$ cat src/rtl/sccb_pkg.sv
// Shared definitions for the SCCB register-table initialisation sequencer:
// table entry opcodes and field positions, SCCB transaction ops, FSM states.
package sccb_pkg;

    // Table entry opcodes, entry[23:22]
    localparam logic [1:0] ENT_WRITE  = 2'b00;
    localparam logic [1:0] ENT_VERIFY = 2'b01;
    localparam logic [1:0] ENT_DELAY  = 2'b10;
    localparam logic [1:0] ENT_END    = 2'b11;

    // SCCB master transaction ops, sccb_data[25:24]
    localparam logic [1:0] SCCB_OP_WR  = 2'b00;
    localparam logic [1:0] SCCB_OP_RD1 = 2'b01;
    localparam logic [1:0] SCCB_OP_RD2 = 2'b10;

    // Table entry field positions
    localparam int ENT_OP_HI  = 23;
    localparam int ENT_OP_LO  = 22;
    localparam int ENT_SUB_HI = 15;
    localparam int ENT_SUB_LO = 8;
    localparam int ENT_DAT_HI = 7;
    localparam int ENT_DAT_LO = 0;
    localparam int ENT_DLY_HI = 15;
    localparam int ENT_DLY_LO = 0;

    // DELAY length is in units of 1024 clk cycles
    localparam int DLY_SHIFT = 10;

    // Shared timer width: covers 16-bit DELAY x 1024 and the 24-bit timeout
    localparam int TMR_W = 26;

    typedef enum logic [3:0] {
        S_IDLE,
        S_FETCH,
        S_DECODE,
        S_ISSUE,
        S_ACK,
        S_XFER,
        S_GAP,
        S_DELAY,
        S_CHECK,
        S_DONE
    } state_e;

endpackage

$ cat src/rtl/sccb_tick_timer.sv
// Loadable down-counter with zero flag. Holds at zero; a load overrides
// the decrement. Shared by the GAP, DELAY and transaction-timeout phases.
module sccb_tick_timer #(
    parameter int W = 26
) (
    input  logic         clk,
    input  logic         rstn,
    input  logic         load,
    input  logic [W-1:0] load_val,
    output logic         zero
);

    localparam logic [W-1:0] ONE = {{(W-1){1'b0}}, 1'b1};

    logic [W-1:0] count_q, count_d;

    // Next count: load wins, otherwise count down and stop at zero
    always_comb begin
        // NOTE: every combinational output gets a default first, so no path leaves it unassigned and no latch is inferred.
        count_d = count_q;
        if (load) begin
            count_d = load_val;
        end else if (count_q != '0) begin
            count_d = count_q - ONE;
        end
    end

    // Count register
    always_ff @(posedge clk or negedge rstn) begin
        // NOTE: state uses non-blocking assignments so every flop samples pre-edge values regardless of block order.
        if (!rstn) begin
            count_q <= '0;
        end else begin
            count_q <= count_d;
        end
    end

    assign zero = (count_q == '0);

endmodule

$ cat src/rtl/sccb_init_seq.sv
// Walks an external register table and turns each entry into SCCB
// transactions (write, verify read-back, delay, end), with inter-transaction
// gaps, a per-transaction timeout and sticky error reporting.
module sccb_init_seq
    import sccb_pkg::*;
#(
    parameter logic [7:0]  DEV_ID       = 8'h42,
    parameter int          ADDR_W       = 8,
    parameter logic [15:0] GAP_CYC      = 16'd200,
    parameter logic [23:0] XFER_TIMEOUT = 24'd1_000_000
) (
    input  logic              clk,
    input  logic              rstn,
    input  logic              go,
    output logic [ADDR_W-1:0] rom_addr,
    input  logic [23:0]       rom_data,
    output logic              sccb_start,
    output logic [25:0]       sccb_data,
    input  logic              sccb_busy,
    input  logic [7:0]        sccb_rdata,
    output logic              running,
    output logic              done,
    output logic              err_verify,
    output logic              err_timeout,
    output logic [ADDR_W-1:0] err_index
);

    localparam logic [ADDR_W-1:0] IDX_ONE   = {{(ADDR_W-1){1'b0}}, 1'b1};
    localparam logic [ADDR_W-1:0] IDX_LAST  = '1;
    localparam logic [7:0]        DEV_WADDR = {DEV_ID[7:1], 1'b0};
    localparam logic [TMR_W-1:0]  TMR_ONE   = {{(TMR_W-1){1'b0}}, 1'b1};
    // Timer loads are one less than the cycle count: the zero cycle itself counts
    localparam logic [TMR_W-1:0]  TMO_LOAD  = (XFER_TIMEOUT == 24'd0) ? '0 :
        {{(TMR_W-24){1'b0}}, XFER_TIMEOUT} - TMR_ONE;
    localparam logic [TMR_W-1:0]  GAP_LOAD  = (GAP_CYC == 16'd0) ? '0 :
        {{(TMR_W-16){1'b0}}, GAP_CYC} - TMR_ONE;

    state_e            state_q, state_d;
    logic [ADDR_W-1:0] index_q, index_d;
    logic [ADDR_W-1:0] err_index_q, err_index_d;
    logic [25:0]       sccb_data_q, sccb_data_d;
    logic [7:0]        exp_q, exp_d;
    logic [7:0]        rdata_q, rdata_d;
    logic              err_verify_q, err_verify_d;
    logic              err_timeout_q, err_timeout_d;
    logic [1:0]        ack_cnt_q, ack_cnt_d;
    logic              tmr_load, tmr_zero;
    logic [TMR_W-1:0]  tmr_val;
    logic              advance, fail_tmo, err_any;
    logic [5:0]        entry_rsvd_unused;

    // Entry bits [21:16] are reserved and deliberately ignored
    assign entry_rsvd_unused = rom_data[21:16];
    assign err_any = err_verify_q | err_timeout_q;

    sccb_tick_timer #(.W(TMR_W)) u_timer (
        .clk      (clk),
        .rstn     (rstn),
        .load     (tmr_load),
        .load_val (tmr_val),
        .zero     (tmr_zero)
    );

    // Next-state, table walk, transaction and error bookkeeping
    always_comb begin
        state_d       = state_q;
        index_d       = index_q;
        err_index_d   = err_index_q;
        sccb_data_d   = sccb_data_q;
        exp_d         = exp_q;
        rdata_d       = rdata_q;
        err_verify_d  = err_verify_q;
        err_timeout_d = err_timeout_q;
        ack_cnt_d     = ack_cnt_q;
        tmr_load      = 1'b0;
        tmr_val       = '0;
        advance       = 1'b0;
        fail_tmo      = 1'b0;

        case (state_q)
            S_IDLE: begin
                if (go) begin
                    index_d       = '0;
                    err_index_d   = '0;
                    err_verify_d  = 1'b0;
                    err_timeout_d = 1'b0;
                    state_d       = S_FETCH;
                end
            end
            // rom_addr already shows index; the ROM answers next cycle
            S_FETCH: state_d = S_DECODE;
            S_DECODE: begin
                case (rom_data[ENT_OP_HI:ENT_OP_LO])
                    ENT_WRITE: begin
                        sccb_data_d = {SCCB_OP_WR, DEV_WADDR,
                                       rom_data[ENT_SUB_HI:ENT_SUB_LO],
                                       rom_data[ENT_DAT_HI:ENT_DAT_LO]};
                        state_d     = S_ISSUE;
                    end
                    ENT_VERIFY: begin
                        sccb_data_d = {SCCB_OP_RD1, DEV_WADDR,
                                       rom_data[ENT_SUB_HI:ENT_SUB_LO], 8'h00};
                        exp_d       = rom_data[ENT_DAT_HI:ENT_DAT_LO];
                        state_d     = S_ISSUE;
                    end
                    ENT_DELAY: begin
                        tmr_load = 1'b1;
                        tmr_val  = {rom_data[ENT_DLY_HI:ENT_DLY_LO], {DLY_SHIFT{1'b0}}};
                        state_d  = S_DELAY;
                    end
                    ENT_END: state_d = S_DONE;
                endcase
            end
            // Timeout budget starts counting from the request cycle
            S_ISSUE: begin
                tmr_load  = 1'b1;
                tmr_val   = TMO_LOAD;
                ack_cnt_d = 2'd0;
                state_d   = S_ACK;
            end
            S_ACK: begin
                if (sccb_busy) begin
                    state_d = S_XFER;
                end else if (tmr_zero || ack_cnt_q == 2'd3) begin
                    fail_tmo = 1'b1;
                end else begin
                    ack_cnt_d = ack_cnt_q + 2'd1;
                end
            end
            S_XFER: begin
                if (!sccb_busy) begin
                    rdata_d  = sccb_rdata;
                    tmr_load = 1'b1;
                    tmr_val  = GAP_LOAD;
                    state_d  = S_GAP;
                end else if (tmr_zero) begin
                    fail_tmo = 1'b1;
                end
            end
            // After the gap: second read phase, compare, or next entry
            S_GAP: begin
                if (tmr_zero) begin
                    case (sccb_data_q[25:24])
                        SCCB_OP_RD1: begin
                            sccb_data_d[25:24] = SCCB_OP_RD2;
                            state_d            = S_ISSUE;
                        end
                        SCCB_OP_RD2: state_d = S_CHECK;
                        default:     advance = 1'b1;
                    endcase
                end
            end
            S_DELAY: begin
                if (tmr_zero) begin
                    advance = 1'b1;
                end
            end
            S_CHECK: begin
                if (rdata_q != exp_q) begin
                    err_verify_d = 1'b1;
                    if (!err_any) begin
                        err_index_d = index_q;
                    end
                end
                advance = 1'b1;
            end
            S_DONE: begin
                index_d     = '0;
                sccb_data_d = '0;
                state_d     = S_IDLE;
            end
            default: state_d = S_IDLE;
        endcase

        if (advance) begin
            index_d = index_q + IDX_ONE;
            state_d = (index_q == IDX_LAST) ? S_DONE : S_FETCH;
        end

        if (fail_tmo) begin
            err_timeout_d = 1'b1;
            if (!err_any) begin
                err_index_d = index_q;
            end
            state_d = S_DONE;
        end
    end

    // State and datapath registers
    always_ff @(posedge clk or negedge rstn) begin
        if (!rstn) begin
            state_q       <= S_IDLE;
            index_q       <= '0;
            err_index_q   <= '0;
            sccb_data_q   <= '0;
            exp_q         <= '0;
            rdata_q       <= '0;
            err_verify_q  <= 1'b0;
            err_timeout_q <= 1'b0;
            ack_cnt_q     <= '0;
        end else begin
            state_q       <= state_d;
            index_q       <= index_d;
            err_index_q   <= err_index_d;
            sccb_data_q   <= sccb_data_d;
            exp_q         <= exp_d;
            rdata_q       <= rdata_d;
            err_verify_q  <= err_verify_d;
            err_timeout_q <= err_timeout_d;
            ack_cnt_q     <= ack_cnt_d;
        end
    end

    assign rom_addr    = index_q;
    assign sccb_start  = (state_q == S_ISSUE);
    assign sccb_data   = sccb_data_q;
    assign running     = (state_q != S_IDLE) && (state_q != S_DONE);
    assign done        = (state_q == S_DONE);
    assign err_verify  = err_verify_q;
    assign err_timeout = err_timeout_q;
    assign err_index   = err_index_q;

endmodule

$ cat config.mk
export PLATFORM = sky130hd
export DESIGN_NAME = sccb_init_seq
export DESIGN_NICKNAME = d
export VERILOG_FILES = /design/src/rtl/sccb_pkg.sv /design/src/rtl/sccb_tick_timer.sv /design/src/rtl/sccb_init_seq.sv
export SDC_FILE = /design/constraint.sdc
export NUM_CORES = 1
export LEC_CHECK = 0
export CAP_MARGIN = 10
export CORE_ASPECT_RATIO = 0.9
export CORE_MARGIN = 5
export CORE_UTILIZATION = 50
export DETAILED_ROUTE_END_ITERATION = 10
export HOLD_SLACK_MARGIN = 0.03
export PLACE_DENSITY = 0.77
export SLEW_MARGIN = 0
export SYNTH_ARGS = -nofsm -noshare
export SYNTH_HDL_FRONTEND = slang
export SYNTH_SLANG_ARGS = --single-unit
export TNS_END_PERCENT = 10
$ cat constraint.sdc
create_clock -name clk -period 2.35 [get_ports clk]
set_input_delay 0.47 -clock clk [delete_from_list [all_inputs] [get_ports clk]]
set_output_delay 0.47 -clock clk [all_outputs]
set_load 0.05 [all_outputs]
==> flow_metrics.py, run 1 <==
metrics = {
    "critical_path": {
        "path_max_fanout": 14,
        "worstSetupPathType": "reg2reg",
        "rrSetupSlack_ns": 0.15,
        "crit_required_ns": 2.64,
        "end_kind": "flip-flop",
        "setup.worst_path.start": "u_timer.count_q[1]$_DFFE_PN0P_",
        "worstReg2RegStart": "u_timer.count_q[1]$_DFFE_PN0P_",
        "reg2reg_depth": 8,
        "crit-reg2reg-capture": "rom_addr[0]$_DFFE_PN0P_",
        "cp-start-kind": "flip-flop",
        "cp-endpoint": "rom_addr[0]$_DFFE_PN0P_",
        "worst-endpoint-arrival_ns": 2.49,
    },
    "detailed_routing": {
        "routed_wl_um": 11400,
        "post-route-drc-count": 0,
        "first_iter_violations": 254,
        "vias": 3827,
        "drt_pass1_iterations": 4,
        "post_drt_via_cell_ratio": 5.69,
        "wl_per_cell_um": 17.0,
        "ant_nets": 0,
    },
    "floorplan": {
        "io_pins": 83,
        "rows": 33,
        "start_util": 0.510,
        "die_x_um": 111,
        "die_h_um": 101,
        "core_area_um2": 9080,
        "die_area_um2": 11300,
    },
    "final_layout": {
        "area_growth_pct": 24.7,
        "final_util": 0.636,
        "layout-drive-gt1-share": 0.165,
        "stdcell_count": 672,
        "final_cell_mix": "dfrtp_1, clkdlybuf4s50_1, nand2_1",
        "nNetsFinal": 587,
        "design_area_um2": 5770,
        "layout_commonest_cell": "dfrtp_1",
        "diodes": 0,
    },
    "cts": {
        "cts_hold_buf": 0,
        "clkSinkCount": 85,
        "htreeDepth": 3,
        "clk_latency_ns": 0.36,
        "clockBufferDepth": 2,
        "cts-root-buf": "clkbuf_8",
        "post-cts-setup-buffers": 0,
        "cts.clk_slew.worst_paths_ns": 0.10,
        "cts_tree": "built",
        "cts_buffers": 9,
    },
    "grt": {
        "grt_max_degree": 53,
        "grt_pass1_wl_um": 19400,
        "grt_pass1_vias": 3927,
        "gr-total-overflow": 0,
        "grt_antenna_before_repair": 0,
        "grt_usage": 0.211,
    },
    "synth": {
        "synthArstFlopShare": 1.00,
        "synth-edff-count": 0,
        "synthFlopType": "dfrtp_1",
        "synth_cell_types": 67,
        "ys_ff_latch": 85,
        "synth_top_family_by_area": "simple AND/OR/NAND/NOR gates",
        "netlist_area_um2": 4630,
        "synth_mux_area_frac": 0.0605,
        "synth_area_per_cell_um2": 10.0,
        "synth_cells": 461,
        "synthAdderAreaFrac": 0.0162,
        "ys.warnings.count": 0,
        "synth_compound_area_frac": 0.170,
        "synthSimpleGateAreaFrac": 0.188,
        "synth_xor_area_frac": 0.0567,
        "ys_seq_area_frac": 0.459,
    },
    "place": {
        "placed_cell_area_um2": 5560,
        "dp_slack_ns": -0.000246,
        "io_buffers": 70,
        "place_inst": 656,
        "routabilityCongestion": 0.842,
        "dp_hpwl_um": 8350,
    },
    "sta": {
        "slew_headroom": 0.377,
        "worst_pin_slew_ns": 0.935,
        "rsz0062_at_grt": "no",
        "hold_viol": 0,
        "fin_setup_tns_ns": 0,
        "worst_slack_ns": 0.151,
        "finalSetupViolCount": 0,
        "fin_crit_sh": 0.936,
        "finalMaxSlewViolations": 0,
        "fin_crit_ns": 2.20,
        "worst_clock_skew_ns": 0.0157,
        "timing.fmax_mhz": 455,
    },
    "hold_path": {
        "hp-class": "in2async",
    },
    "run_status": {
        "status": "finished clean",
    },
    "power": {
        "leakage_uw": 0.00242,
        "powerDensity_nw_per_um2": 1170,
        "peakVddDrop_uv": 679,
    },
    "run": {
        "maxCapViolCount": 0,
    },
}
[worst min path at each step]
stage               start                        end  slack (ns)  cells after the start
floorplan            rstn   ack_cnt_q[0]$_DFFE_PN0P_        0.17                      0
global placement     rstn  sccb_data[11]$_DFFE_PN0P_        0.45                      1
detailed placement   rstn  sccb_data[11]$_DFFE_PN0P_        0.46                      1
CTS                  rstn  sccb_data[11]$_DFFE_PN0P_        0.06                      1
global route         rstn  sccb_data[17]$_DFFE_PN0P_        0.07                      1
finish               rstn  sccb_data[11]$_DFFE_PN0P_        0.04                      1
[power by group]
part	total (µW)	switching [µW]	internal (µW)
Clock	980	555	425
Combinational	3250	1940	1310
Sequential	2550	565	1990
Total	6780	3060	3720
[area by class of cell]
class,instances,area [µm²]
fillers,773,3310
clock inverters,5,42.5
well taps,122,153
multi-input cells,335,2340
repair buffers,90,878
clock buffers,11,141
flip-flops and latches,85,2130
inverters,24,90.1
[routing by layer]
metal  global-route usage  share of wire  vias up
met4               0.0571         0.0075        0
li1                     -              -     1787
met1                0.280           0.44     1920
met2                0.358           0.51      109
met3               0.0412          0.042       11
met5                    0              0        -
[state kept, by name, indices dropped and copies added, names as in the netlist, 2 cells and up]
register         count
u_timer.count_q     26
sccb_data           19
err_index            8
exp_q                8
rdata_q              8
rom_addr             8
state_q              4
ack_cnt_q            2
[stage by stage]
stage                     power, µW  hold slack, ns
after floorplan                4750           0.174
after global placement         5590           0.455
after detailed placement       5740           0.463
after CTS                      6750          0.0642
after global routing           7220          0.0736
final                          6780          0.0401
[what timing repair did]
item | 4_1_cts | 5_1_grt
endpoints found under the hold margin | 0 | 0
cloned | 0 | 0
gates resized for setup | 1 | 10
pin swaps | 0 | 1
setup endpoints to repair | 1 | 28
[cells by family (layout without fill, tap and decap cells)]
group / Yosys count / count (layout)
AOI/OAI and AO/OA: 114 / 114
xor gates and xnor gates: 30 / 30
adders and majority gates: 6 / 6
buffers and inverters: 46 / 130
DFF: 85 / 85
muxes: 26 / 26
other: 1 / 6
and+or+nand+nor: 153 / 153
[cells in the mapped netlist, drive strengths merged, types with 9 or more instances]
cell	instances	area share
a21oi	15	0.016
buf	17	0.025
dfrtp	85	0.46
inv	24	0.019
mux2	16	0.039
mux2i	10	0.022
nand2	61	0.049
nor2	26	0.022
nor3	16	0.026
nor4	9	0.022
o21ai	47	0.051
xnor2	14	0.026
xor2	16	0.030
[worst max-delay path, stage by stage (launching register included)]
cell,delay [ns]
dfrtp_1,0.43
inv_2,0.08
ha_1,0.14
nor3b_4,0.25
nand4b_4,0.29
o31ai_4,0.58
buf_4,0.21
nor2_1,0.04
a21oi_1,0.11
(Power assumes the default switching activity.)
==> inputs of run 2 (changes only) <==
--- a/config.mk
+++ b/config.mk
@@ -5,6 +5,7 @@
 export SDC_FILE = /design/constraint.sdc
 export NUM_CORES = 1
 export LEC_CHECK = 0
+export ABC_AREA = 0
 export CAP_MARGIN = 10
 export CORE_ASPECT_RATIO = 0.9
 export CORE_MARGIN = 5
==> results of run 2 <==
Same layout as run 1: the final DEF is identical, and so are final timing and power.
